<file path="config.mk">
export PLATFORM = sky130hd
export DESIGN_NAME = fifo_rd_stream
export DESIGN_NICKNAME = d
export VERILOG_FILES = /design/src/rtl/fifo_rd_stream.sv
export SDC_FILE = /design/constraint.sdc
export NUM_CORES = 1
export LEC_CHECK = 0
export CAP_MARGIN = 0
export CORE_MARGIN = 2
export CORE_UTILIZATION = 25
export CTS_CLUSTER_SIZE = 25
export DETAILED_ROUTE_END_ITERATION = 8
export PLACE_DENSITY = 0.46
export SYNTH_ARGS = -nofsm -noshare
export SYNTH_HDL_FRONTEND = slang
export SYNTH_SLANG_ARGS = --single-unit
</file>
<file path="constraint.sdc">
create_clock -name rclk -period 3.79 [get_ports rclk]
set_clock_uncertainty 0.05 [all_clocks]
set_input_delay 0.758 -clock rclk [delete_from_list [all_inputs] [get_ports rclk]]
set_output_delay 0.758 -clock rclk [all_outputs]
set_load 0.005 [all_outputs]
</file>
<file path="src/rtl/fifo_rd_stream.sv">
// Read-side consumer of the async FIFO: issues pops on credit and streams the
// popped words out through a 3-entry valid/ready buffer, all in the rclk domain.
module fifo_rd_stream #(
   parameter int DSIZE = 8,
   parameter int CNTW  = 16
) (
   input  logic             rclk,
   input  logic             rrst_n,
   input  logic             rempty,
   input  logic [DSIZE-1:0] rdata,
   output logic             rinc,
   output logic             m_valid,
   output logic [DSIZE-1:0] m_data,
   input  logic             m_ready,
   output logic [1:0]       buf_level,
   output logic [CNTW-1:0]  rd_count
);

   // Handshake: a word transfers on every rising edge where m_valid and m_ready
   // are both high; m_valid/m_data only change after a transfer or a new word.
   logic [DSIZE-1:0] buf_mem [3];
   logic [1:0]       head;
   logic [1:0]       tail;
   logic [1:0]       level;
   logic             inflight;
   logic             wr_en;
   logic             pop;
   logic [2:0]       credit_used;
   logic [2:0]       level_nxt;

   function automatic logic [1:0] wrap_inc(input logic [1:0] p);
      return (p == 2'd2) ? 2'd0 : p + 2'd1;
   endfunction

   // Credit counts the word still in the memory read pipeline, so rinc never
   // looks at the downstream side and a full buffer cannot be overrun.
   always_comb begin
      credit_used = {1'b0, level} + {2'b00, inflight};
      rinc        = rrst_n & ~rempty & (credit_used < 3'd3);
   end

   assign wr_en = inflight;
   assign pop   = m_valid & m_ready;

   always_comb begin
      level_nxt = {1'b0, level};
      if (wr_en && !pop) begin
         level_nxt = level_nxt + 3'd1;
      end else if (!wr_en && pop) begin
         level_nxt = level_nxt - 3'd1;
      end
   end

   always_ff @(posedge rclk) begin
      if (!rrst_n) begin
         head     <= 2'd0;
         tail     <= 2'd0;
         level    <= 2'd0;
         inflight <= 1'b0;
         rd_count <= '0;
         for (int i = 0; i < 3; i++) begin
            buf_mem[i] <= '0;
         end
      end else begin
         inflight <= rinc;
         if (rinc) begin
            rd_count <= rd_count + CNTW'(1);
         end
         if (wr_en) begin
            buf_mem[tail] <= rdata;
            tail          <= wrap_inc(tail);
         end
         if (pop) begin
            head <= wrap_inc(head);
         end
         level <= level_nxt[1:0];
      end
   end

   assign m_valid   = (level != 2'd0);
   assign m_data    = buf_mem[head];
   assign buf_level = level;

   a_level_bound: assert property (@(posedge rclk) disable iff (!rrst_n)
      level_nxt <= 3'd3);

endmodule

</file>
# Yosys cells after proc, flatten, opt, wreduce, memory -nomap -nowiden
# Memory sizes are Yosys's and may differ from the RTL's. A register that Yosys moved wholly into a read port is not among the register bits.
# Cells that the tools add are included.
# W data, S select, Z words.
[word_totals]
ff_bits = 23
latchBits = 0
ramBits = 24
rom_bits = 0
inputBits = 12
output_inout_bits = 28
n_memories = 1
[classes]
add_sub_neg = 6
n_mul = 0
n_div = 0
n_lt_le_gt_ge = 1
n_eq_ne = 2
shift = 0
muxes = 13
bitwise = 4
n_reduce_logical = 7
[memory_table]
columns = ["name", "words", "width", "read_ports", "rd_ports_with_merged_regs", "write_ports", "line_no", "rtl"]
rows = [
  ["buf_mem", 3, 8, 1, 1, 3, "21", "logic [DSIZE-1:0] buf_mem [3];"],
]
[ops]
columns = ["operator", "count"]
rows = [
  ["$add A16 B1 Y16 const B", 1],
  ["$mux W2", 7],
  ["$mux W8", 1],
  ["$reduce_or A8 Y1", 1],
  ["$add A2 B1 Y2 const B", 3],
  ["$mux W1", 5],
  ["$eq A2 B2 Y1 const B", 2],
  ["$reduce_bool A2 Y1", 2],
  ["$add A2 B1 Y3", 1],
  ["$and A1 B1 Y1", 3],
  ["$lt A3 B2 Y1 const B", 1],
  ["$logic_and A1 B1 Y1", 2],
  ["$logic_not A1 Y1", 2],
  ["$sub A2 B1 Y2 const B", 1],
  ["$not A1 Y1", 1],
]

# Logic depth before layout (Yosys ltp)
[depth]
word_depth = 5
depth_mapped = 8
mapped_depth_nobuf = 6

# Worst setup path after synthesis
# OpenSTA, ideal clock, no wires.
[synth_path]
path_type = "input -> register"
startpoint = "input port rempty"
endpoint = "register rd_count[13]"
arrival_time_ns = 2.354
path_slack_ns = 1.315
stages = 6
path_buffers = 2
path_cell_list = "or3b_1 -> clkbuf_2 -> or3_1 -> buf_2 -> or4_1 -> a21oi_1"
[synth_via]
elab_chain_len = 3
[synth_rtl]
columns = ["element", "line_no", "rtl"]
rows = [
  ["start, declared", "9", "input logic rempty,"],
  ["$not A1 Y1", "39", "rinc = rrst_n & ~rempty & (credit_used < 3'd3);"],
  ["$and A1 B1 Y1 (2 in a row)", "39", ""],
  ["end signal, assigned", "67", "rd_count <= rd_count + CNTW'(1);"],
  ["end, declared", "16", "output logic [CNTW-1:0] rd_count"],
]
# Every way passes these cells.
# A chain may end at the register's enable or synchronous reset.

# Worst setup path after layout
[layout_path]
startpoint = "input port rrst_n"
endpoint = "output port rinc"
[layout_via]
elab_chain_len = 2
[layout_rtl]
columns = ["element", "line_no", "rtl"]
rows = [
  ["start, declared", "8", "input logic rrst_n,"],
  ["$and A1 B1 Y1 (2 in a row)", "39", ""],
  ["end, declared", "11", "output logic rinc,"],
]
# Every way passes these cells.

==> impl_results.md <==
* Overall overflow remaining after global route at 0
* Area overhead of the layout relative to synthesis at 30.94%
* Num ports at 40
* Critical path buffers and inverters at 2
* Most common library cell in the layout ignoring fill and taps: clkdlybuf4s50_1
* TritonCTS clock tree: done
* Largest net degree at the start of global routing at 23
* Vias at 1,614
* Maximum clock path buffer count at 2
* Share of the synthesized area in the top cell type at around two fifths
* Switching share of power at around a quarter
* DP Cell Count at approximately 370
* Syn Nets at ~210
* Number of synthesized register bits at 57
* Floorplan die height at ~100 microns
* Cell type contributing the most total cell area after synthesis: edfxtp_1
* Number of fill cells at between 900 and 1,000
* Worst-case reg-to-reg path depth at 6
* Resized cells post-CTS at 0
* Highest Clock Rate at 308.0 MHz
* Die X-Extent at just over 100 microns
* Number of detailed-routing iterations run before antenna repair at 4
* Clock power frac at 35.0%
* Synthesized cell area at 2435 sq um
* Sequential fraction of design power at about 48%
* Layout cells sized above 1 at 12.05%
* Number of remaining DRC errors at 0
* Most used cells in the layout excluding fill and tap cells: clkdlybuf4s50_1 (39), edfxtp_1 (32), and2_1 (25), dfxtp_1 (25), nor2_1 (18)
* Place WS at 532.5 ps
* Number of vias per cell at ~4.2
* Final min period at 3247 ps
* Number of antenna violations at the first check in global routing at 0
* Internal power at between 0.001 and 0.0015 W
* Switching power summed over all nets at around 0.00040 W
* TritonCTS sink count at 57
* Worst EP required at 2980 ps
* DIE AREA at approximately 11,000 sq um
* Weighted congestion at the end of routability-driven global placement at between 0.7 and 0.8
* Category of the critical setup timing path: input pin to output port
* Mean cell area of the mapped netlist at between 10 and 15 sq um
* Kind of cell with the highest combined delay on the critical path: buffers and inverters
* Clock slew at reported path FFs at ~70 ps
* Max-capacitance violation count at 0
* Diodes inserted at 0
* Via count of the first global-routing pass at between 1,500 and 2,000
* Static leakage at about 1.1 nW
* CP max stage cell: clkdlybuf4s50_1
* Fin nets at 260
* Critical-path maximum fanout at 7
* Power density normalized to cell area at 493.0 nW/um^2
* Clock latency of the later-clocked register in the worst-skew pair at between 300 and 400 ps
* Capturing element type of the critical path: output port
* Final setup margin at ~540 ps
* Final Hold Violating Endpoints at 0
* Initial core utilization at between 20 and 30%
* Setup repair after global routing missed its margin: no
* Setup_tns at 0 ps
* Slew at the pin with the worst max-slew slack at 807.4 ps
* Finished Layout Cells at around 380
* Setup Fix Bufs, Post-CTS at 0
* Hold-fix buffers, CTS at 0
* Worst slew margin relative to its limit at between 40% and 50%
* Run status: finished, final reports clean
* Routed len/inst at roughly 13 microns
* Synthesis warning total at 0
* Overall routing resource usage at a little over a tenth
* Sequential fraction of the synthesis area at 60.02%
* Worst setup path endpoint: rinc
* HPWL after detailed placement at 3.408 mm
* Number of H-tree branching levels at 3
* Number of routed nets with antenna violations at 0
* Final setup vio count at 0
* Count of flip-flops with a built-in enable after synthesis at 32
* Count of routing violations after the opening detailed-route iteration at between 60 and 70
* Crit-path cells: clkdlybuf4s50_1, or3b_1, nor2_1, clkdlybuf4s50_1
* Most used flip-flop cell after synthesis: edfxtp_1
* Number of clock buffers inserted by TritonCTS at 9
* Arrival @ worst endpoint at approximately 2400 ps
* Instance count of the mapped netlist at ~200
* IR Drop Worst-Case VDD at roughly 0.00021 V
* Wire length of the first global-routing pass at about 8.4 mm
* Worst path most repeated cell: clkdlybuf4s50_1
* Pins over their slew limit at 0
* Count of cell instances traversed by the critical path at 4
* Number of unique standard cell types used by synthesis at 35
* Fraction of registers with async set or reset after synthesis at 0%
* CTS Root Cell: clkbuf_8
* Crit Reg-Reg Startpoint: buf_level[0]$_SDFFE_PN0P_
* Standard cell core area at 9594 sq um
* Final cycle utilization of the critical path at about 86%
* Number of port buffers at 39
* Largest stage delay on the critical path at roughly 540 ps
* Biggest area contributors in the synthesized netlist: edfxtp_1 (39%), dfxtp_1 (21%), mux4_2 (7.4%)
* Kind of launch point of the worst setup path: input pin
* Worst Hold Class: register to register
* Combinational power share at approximately 17%
* Site row count at 36
* Register-to-register setup slack at 1230 ps
* Endpoint of the lowest-slack register-to-register path: rd_count[15]$_SDFFE_PN0P_
* Total routed wirelength at about 5 mm
* Worst setup path start: rrst_n
-- stage by stage --
step / util, % / area, sq um / total power, W / hold WS [ps]
2_1_floorplan: - / 2435 / 0.0008972 / 417.9
3_3_place_gp: 31.19 / 2993 / 0.001039 / 411.3
3_5_place_dp: 31.19 / 2993 / 0.001039 / 429.3
4_1_cts: 33.23 / 3188 / 0.001601 / 444.5
5_1_grt: 33.23 / 3188 / 0.001666 / 472.7
6_report: 33.23 / 3188 / 0.001572 / 451.7
-- cell type report --
class                   instances  area [sq um]  share of cell area (%)
clock buffers                   9         123.9                   3.885
clock inverters                 7         71.32                   2.237
inverters                       3         11.26                  0.3532
multi-input cells             130         933.4                   29.28
flip-flops and latches         57          1461                   45.84
well taps                     133         166.4                   5.220
repair buffers                 43         420.4                   13.19
-- kinds of logic (layout without fill, tap and decap cells) --
group | Yosys count | after routing | share of synthesized area [%]
buf+inv | 10 | 62 | 1.644
fa+ha+maj | 4 | 4 | 2.056
simple gates | 83 | 83 | 19.27
xor+xnor | 10 | 10 | 3.597
compound gates | 23 | 23 | 5.139
mux | 10 | 10 | 8.273
flops | 57 | 57 | 60.02
-- power by group through the flow --
| stage | Combinational, W | Sequential [W] | Clock (W) |
|---|---|---|---|
| 6_report | 0.000274 | 0.000748 | 0.000550 |
| 3_5_place_dp | 0.000275 | 0.000764 | 0 |
| 4_1_cts | 0.000278 | 0.000750 | 0.000573 |
| 5_1_grt | 0.000306 | 0.000759 | 0.000601 |
| 2_1_floorplan | 0.000163 | 0.000734 | 0 |
| 3_3_place_gp | 0.000277 | 0.000763 | 0 |
-- state kept, by name, summed over array words and instances, names as in the netlist, named ones only --
| name | flops |
|---|---|
| rd_count | 16 |
| tail | 2 |
| buf_mem | 32 |
| buf_level | 2 |
| head | 2 |
| inflight | 1 |
-- worst min path at each step --
stage                                          from                   endpoint  slack (ps)  cells past startpoint
after floorplan           rd_count[15]$_SDFFE_PN0P_  rd_count[15]$_SDFFE_PN0P_         420                      2
after global placement    rd_count[15]$_SDFFE_PN0P_  rd_count[15]$_SDFFE_PN0P_         410                      2
after detailed placement  rd_count[15]$_SDFFE_PN0P_  rd_count[15]$_SDFFE_PN0P_         430                      2
after CTS                 rd_count[15]$_SDFFE_PN0P_  rd_count[15]$_SDFFE_PN0P_         440                      2
after global routing      rd_count[14]$_SDFFE_PN0P_  rd_count[14]$_SDFFE_PN0P_         470                      2
final                     rd_count[15]$_SDFFE_PN0P_  rd_count[15]$_SDFFE_PN0P_         450                      2
-- worst min-delay path, stage by stage, from the launching register on --
cell and delay [ps]:
dfxtp_1 330, o31ai_1 70, a21oi_1 60
-- synth_stat cells, types with 2 or more instances --
cell and count:
xor2_1 5, ha_1 4, nor2_1 18, nand4_1 2
xnor2_1 5, a21oi_1 12, nand3_1 5, nor3_1 3
and3_1 4, or3_1 5, or2b_1 2, clkbuf_1 4
or4_1 4, o21ai_0 6, edfxtp_1 32, and2_1 25
nand2_1 7, inv_1 3, mux4_2 8, o31ai_1 4
dfxtp_1 25
-- routing by layer --
layer / track usage [%] / wire length (microns) / vias up
li1: - / - / 813
met1: 14.58 / 2585 / 750
met2: 15.84 / 2212 / 45
met3: 4.814 / 285 / 6
met4: 3.385 / 65 / 0
met5: 0 / 0 / -
Power figures use the tool's default switching activity.
